===== config.mk =====
export PLATFORM = sky130hd
export DESIGN_NAME = delay_timer_arbiter_flat
export DESIGN_NICKNAME = d
export VERILOG_FILES = /design/src/rtl/delay_timer_arbiter_if.sv /design/src/rtl/delay_timer_arbiter.sv /design/src/flat_wrapper.sv
export SDC_FILE = /design/constraint.sdc
export NUM_CORES = 1
export LEC_CHECK = 0
export CAP_MARGIN = 20
export CORE_MARGIN = 8
export CORE_UTILIZATION = 51
export DETAILED_ROUTE_END_ITERATION = 16
export DONT_BUFFER_PORTS = 1
export PLACE_DENSITY = 0.76
export SYNTH_ARGS = -nofsm -noshare
export SYNTH_HDL_FRONTEND = slang
export SYNTH_SLANG_ARGS = --single-unit

===== constraint.sdc =====
create_clock -name clk -period 6.4 [get_ports clk]
set_input_delay 1.28 -clock clk [delete_from_list [all_inputs] [get_ports clk]]
set_output_delay 1.28 -clock clk [all_outputs]
set_load 0.03 [all_outputs]

===== src/rtl/delay_timer_arbiter_if.sv =====
// Requester <-> shared delay timer bus.
//   req       : level request per requester, held until done or abort
//   dly       : packed per-requester delays, requester i at [i*DW +: DW]
//   gnt       : one-hot owner of the timer
//   done      : one-clock expiry pulse to the owner
//   busy      : timer not idle
//   remaining : current down-count value
// master = requester side, slave = timer side.
interface delay_timer_arbiter_if #(
  parameter int NREQ = 4,
  parameter int DW   = 16
);
  logic [NREQ-1:0]    req;
  logic [NREQ*DW-1:0] dly;
  logic [NREQ-1:0]    gnt;
  logic [NREQ-1:0]    done;
  logic               busy;
  logic [DW-1:0]      remaining;

  modport master (output req, dly, input gnt, done, busy, remaining);
  modport slave  (input req, dly, output gnt, done, busy, remaining);
endinterface


===== src/rtl/delay_timer_arbiter.sv =====
// One prescaled down-counting delay timer shared by NREQ requesters under
// round-robin arbitration. The winner's delay is loaded at grant, counted
// down once per prescaler tick, and the owner gets a one-clock done pulse
// on expiry. Dropping req while owning aborts silently.
// Ports:
//   clk : system clock, rising edge
//   rst : asynchronous active-high reset
//   bus : delay_timer_arbiter_if.slave (req/dly in; gnt/done/busy/remaining out)
// All outputs are registered.
module delay_timer_arbiter #(
  parameter int NREQ    = 4,
  parameter int DW      = 16,
  parameter int PRE_MAX = 9
) (
  input  logic                 clk,
  input  logic                 rst,
  delay_timer_arbiter_if.slave bus
);

  localparam int PW = (PRE_MAX > 0) ? $clog2(PRE_MAX + 1) : 1;
  localparam int IW = $clog2(NREQ);

  typedef enum logic [1:0] {
    IDLE = 2'd0,
    RUN  = 2'd1,
    DONE = 2'd2
  } state_t;

  state_t          state_q;
  logic [NREQ-1:0] gnt_q;
  logic [NREQ-1:0] done_q;
  logic            busy_q;
  logic [DW-1:0]   rem_q;
  logic [PW-1:0]   pre_q;
  // Last granted index; while RUN/DONE this is also the current owner.
  logic [IW-1:0]   ptr_q;

  logic [NREQ-1:0][DW-1:0] dly_a;
  logic [IW-1:0]           win_d;
  logic                    win_vld_d;
  logic                    tick;
  logic                    own_req;

  assign dly_a   = bus.dly;
  assign tick    = (pre_q == PW'(PRE_MAX));
  assign own_req = bus.req[ptr_q];

  function automatic logic [NREQ-1:0] onehot(input logic [IW-1:0] k);
    logic [NREQ-1:0] v;
    v    = '0;
    v[k] = 1'b1;
    return v;
  endfunction

  // Round-robin search starting just after the last winner, so the last
  // winner is considered last.
  always_comb begin
    int idx;
    idx       = 0;
    win_d     = '0;
    win_vld_d = 1'b0;
    for (int i = 1; i <= NREQ; i++) begin
      idx = (int'(ptr_q) + i) % NREQ;
      if (!win_vld_d && bus.req[IW'(idx)]) begin
        win_vld_d = 1'b1;
        win_d     = IW'(idx);
      end
    end
  end

  always_ff @(posedge clk or posedge rst) begin
    if (rst) begin
      state_q <= IDLE;
      gnt_q   <= '0;
      done_q  <= '0;
      busy_q  <= 1'b0;
      rem_q   <= '0;
      pre_q   <= '0;
      ptr_q   <= IW'(NREQ - 1);
    end else begin
      case (state_q)
        IDLE: begin
          done_q <= '0;
          if (win_vld_d) begin
            state_q <= RUN;
            gnt_q   <= onehot(win_d);
            busy_q  <= 1'b1;
            rem_q   <= dly_a[win_d];
            pre_q   <= '0;
            ptr_q   <= win_d;
          end else begin
            gnt_q  <= '0;
            busy_q <= 1'b0;
            rem_q  <= '0;
          end
        end
        RUN: begin
          // Abort beats expiry: an owner that has let go gets no done.
          if (!own_req) begin
            state_q <= IDLE;
            gnt_q   <= '0;
            busy_q  <= 1'b0;
            rem_q   <= '0;
            pre_q   <= '0;
          end else if (rem_q == '0) begin
            state_q <= DONE;
            gnt_q   <= '0;
            done_q  <= onehot(ptr_q);
            busy_q  <= 1'b1;
          end else begin
            pre_q <= tick ? '0 : pre_q + PW'(1);
            if (tick) rem_q <= rem_q - DW'(1);
          end
        end
        DONE: begin
          // Always pass through IDLE so arbitration sees fresh req levels.
          state_q <= IDLE;
          done_q  <= '0;
          busy_q  <= 1'b0;
          gnt_q   <= '0;
          rem_q   <= '0;
          pre_q   <= '0;
        end
        default: begin
          state_q <= IDLE;
          gnt_q   <= '0;
          done_q  <= '0;
          busy_q  <= 1'b0;
          rem_q   <= '0;
          pre_q   <= '0;
        end
      endcase
    end
  end

  assign bus.gnt       = gnt_q;
  assign bus.done      = done_q;
  assign bus.busy      = busy_q;
  assign bus.remaining = rem_q;

endmodule

===== src/flat_wrapper.sv =====
// flat-port wrapper written by rule: the top's interface ports become plain ports
module delay_timer_arbiter_flat 
#(
  parameter int NREQ    = 4,
  parameter int DW      = 16,
  parameter int PRE_MAX = 9
)
  (clk, rst, bus_req, bus_dly, bus_gnt, bus_done, bus_busy, bus_remaining);
  delay_timer_arbiter_if #(.NREQ(NREQ), .DW(DW)) bus_i ();
  input  logic clk;
  input  logic rst;
  input wire logic [$bits(bus_i.req)-1:0] bus_req;
  input wire logic [$bits(bus_i.dly)-1:0] bus_dly;
  output wire logic [$bits(bus_i.gnt)-1:0] bus_gnt;
  output wire logic [$bits(bus_i.done)-1:0] bus_done;
  output wire logic [$bits(bus_i.busy)-1:0] bus_busy;
  output wire logic [$bits(bus_i.remaining)-1:0] bus_remaining;
  assign bus_i.req = bus_req;
  assign bus_i.dly = bus_dly;
  assign bus_gnt = bus_i.gnt;
  assign bus_done = bus_i.done;
  assign bus_busy = bus_i.busy;
  assign bus_remaining = bus_i.remaining;
  delay_timer_arbiter #(.NREQ(NREQ), .DW(DW), .PRE_MAX(PRE_MAX)) u_core (.clk(clk), .rst(rst), .bus(bus_i));
endmodule

==> qor.yml <==
status:
  status: "complete, no violations"
final_layout:
  fill_cells: 516
  seqCellArea_um2: 828
  drive_above_1_share_pct: 12.3
  multi_input_area_mm2: 0.00191
  num_antenna_cells: 0
  finish.utilization_pct: 54.9
  syn2layout_area_growth_pct: 4.43
  final_nets: 390
grt:
  grt_first_pass_wirelength_um: 14100
  antenna_found_initial: 0
  grt_pass1_vias: 2605
  track_usage_pct: 20.7
  grt_max_degree: 34
  overflow: 0
sta:
  skew_ps: 6.83
  rsz0062_at_grt: "no"
  finalCritPeriodShare_pct: 63.3
  hold_viol_final: 0
  tns_ps: 0
  finalMaxSlewViolations: 0
  fmax_mhz: 247
  worst-slew-pin-transition_ps: 1050
  max_slew_margin_pct: 29.1
  finalSetupViolations: 0
  fin_crit_ps: 4050
routing:
  avgViaCountPerCell: 6.82
  finalWirelength_um: 8720
  dr_wl_met2_um: 4150
  routedLengthMet1_um: 3420
  antenna_left: 0
  wire_per_inst_um: 22.5
  drt-pass1-iter-count: 5
  highest_layer: "met4"
  drc: 0
  met3_length_um: 892
  drtIter0Drc: 236
  vias: 2646
clock_network:
  cts_setup_buffers: 0
  cts-root-buf: "clkbuf_8"
  clk_latency_ps: 290
  cts_tree: "done"
  clk_pin_slew_ps: 70
  clkSinkCount: 33
  cts_buffers: 5
  htree_num_levels: 2
  cts_resized: 0
  clockBufferDepth: 2
  holdBufCountCts: 0
critical_path:
  cp.required_ps: 6530
  cp-startpoint: "u_core.ptr_q[0]$_DFFE_PP1P_"
  setup.worst_path.end_class: "flip-flop"
  critical_path_class: "reg2reg"
  crit_path_top_delay_cell: "dfstp_2"
  startpoint_type: "flip-flop"
  crit_arrival_ps: 4180
  crit_chain: "clkinv_1 > ha_1 > mux4_2 > nor2b_4 > or2_1 > a21boi_4 > mux2i_1 > o221ai_1"
  regToRegStartpoint: "u_core.ptr_q[0]$_DFFE_PP1P_"
  max_stage_delay_ps: 870
  crit_path_max_fanout: 24
power:
  p_per_area_mw_per_mm2: 560
  p_leak_nw: 1.16
  peakVddDrop_mv: 0.378
synth:
  syn_inst: 324
  synth_edf_count: 0
  synthFlopType: "dfrtp_1"
  seq_area_frac_synth_pct: 28.8
  async_flop_share_pct: 100
  synth_warnings: 0
  synth-seq-cells: 33
  synth_nets: 399
  netlist_area_mm2: 0.00288
  synth_area_per_cell_um2: 8.88
  ys_types: 64
floorplan:
  core_area_mm2: 0.00547
  io_pins: 95
  dieHeight_um: 91.1
  die_x_um: 91.1
  die-area_mm2: 0.00830
  rows: 27
  start_util_pct: 52.6
hold_path:
  min_from: "u_core.pre_q[3]$_DFFE_PP0P_"
  min_path_type: "reg2reg"
job:
  maxCapViolations: 0
placed_design:
  place.port_buffers: 0
  dp.final_hpwl_um: 6680
  place_congestion: 0.902
## synth_stat cells, types with 3 or more instances
| cell type | instances | share of area [%] |
|---|---|---|
| buf_2 | 9 | 1.6 |
| inv_1 | 10 | 1.3 |
| a21oi_1 | 9 | 1.6 |
| o21ai_1 | 8 | 1.4 |
| xor2_1 | 4 | 1.2 |
| o21ai_0 | 19 | 3.3 |
| xnor2_1 | 7 | 2.1 |
| o211ai_1 | 14 | 3.7 |
| mux2_2 | 12 | 4.7 |
| o22ai_1 | 8 | 1.7 |
| nor3_1 | 6 | 1.0 |
| a211o_1 | 7 | 2.1 |
| mux2i_1 | 22 | 7.7 |
| clkbuf_1 | 6 | 0.78 |
| nand3_1 | 8 | 1.4 |
| dfrtp_1 | 31 | 27 |
| or4_1 | 5 | 1.3 |
| o21a_1 | 3 | 0.78 |
| nand2_1 | 29 | 3.8 |
| ha_1 | 5 | 2.2 |
| o21bai_1 | 3 | 0.78 |
| mux4_2 | 4 | 3.1 |
| nor2_1 | 23 | 3.0 |
| nor4_1 | 5 | 1.1 |
| a211oi_1 | 3 | 0.78 |
| o221ai_1 | 9 | 2.7 |
| nand4_1 | 6 | 1.3 |
## cell type report
type | instances | share of cell area, %
clock buffers | 6 | 2.75
multi-input cells | 261 | 63.4
repair buffers | 2 | 0.500
well taps | 72 | 3.00
clock inverters | 2 | 1.25
flip-flops and latches | 33 | 27.6
inverters | 12 | 1.50
## cell families after synthesis
family	share of synthesized area, %
multiplexers	15.5
adder cells (fa/ha/maj)	2.17
XOR/XNOR	3.35
AO/OA/AOI/OAI	25.0
flip-flops	28.8
AND/OR/NAND/NOR	20.3
buffers and inverters	4.96
## power breakdown
group	switching (mW)	internal [mW]	total (mW)
logic	0.552	0.401	0.953
clock network	0.0799	0.127	0.206
registers	0.240	0.285	0.525
total	0.872	0.812	1.68
## cells in the final DEF (no fill, tap or decap), types with 7 or more instances in the layout
cell / synthesis / final
dfrtp_1: 31 / 31
nand2_1: 29 / 29
nor2_1: 23 / 23
mux2i_1: 22 / 22
o21ai_0: 19 / 19
o211ai_1: 14 / 14
mux2_2: 12 / 12
inv_1: 10 / 10
o221ai_1: 9 / 9
a21oi_1: 9 / 9
nand3_1: 8 / 8
o21ai_1: 8 / 8
o22ai_1: 8 / 8
xnor2_1: 7 / 7
a211o_1: 7 / 7
## worst max-delay path, delay by kind of cell, from the launching register on
| family | cells | cell delay (ps) |
|---|---|---|
| flip-flops | 1 | 870 |
| AO/OA/AOI/OAI | 2 | 710 |
| buffers and inverters | 1 | 640 |
| multiplexers | 2 | 600 |
| adder cells (fa/ha/maj) | 1 | 570 |
| AND/OR/NAND/NOR | 2 | 490 |
## registers in the layout, indices dropped and copies added (netlist names)
| register | cells |
|---|---|
| u_core.bus.remaining | 16 |
| u_core.bus.done | 4 |
| u_core.bus.gnt | 4 |
| u_core.pre_q | 4 |
| u_core.ptr_q | 2 |
| u_core.state_q | 2 |
| u_core.bus.busy | 1 |
## metrics by stage
step | instance area (um^2) | total power, mW | std cells | setup slack, ps | hold slack, ps
6_report | 3010 | 1.68 | 388 | 2350 | 528
5_1_grt | 3010 | 1.80 | 388 | 2080 | 558
4_1_cts | 3010 | 1.67 | 388 | 2400 | 530
3_5_place_dp | 2890 | 1.46 | 380 | 2430 | 518
3_3_place_gp | 2890 | 1.44 | 380 | 2530 | 503
2_1_floorplan | 2880 | 1.30 | 324 | 3120 | 485
## routing by layer
| metal | GRT usage (%) | vias up |
|---|---|---|
| met3 | 6.75 | 23 |
| met4 | 9.96 | 0 |
| met5 | 0 | - |
| met1 | 25.3 | 1249 |
| li1 | - | 1232 |
| met2 | 32.3 | 142 |
## worst paths after layout
| check | to | slack [ps] | depth (start not counted) |
|---|---|---|---|
| worst max-delay path | u_core.bus.remaining[13]$_DFFE_PP0P_ | 2350 | 8 |
| worst min-delay path | u_core.pre_q[3]$_DFFE_PP0P_ | 530 | 1 |
| worst max register to register | u_core.bus.remaining[13]$_DFFE_PP0P_ | 2350 | 8 |
| worst min register to register | u_core.pre_q[3]$_DFFE_PP0P_ | 530 | 1 |
| max in group asynchronous | u_core.ptr_q[0]$_DFFE_PP1P_ | 5100 | 2 |
| min in group asynchronous | u_core.bus.gnt[3]$_DFFE_PP0P_ | 960 | 2 |
Note: power is estimated with default switching activity, not from simulation.
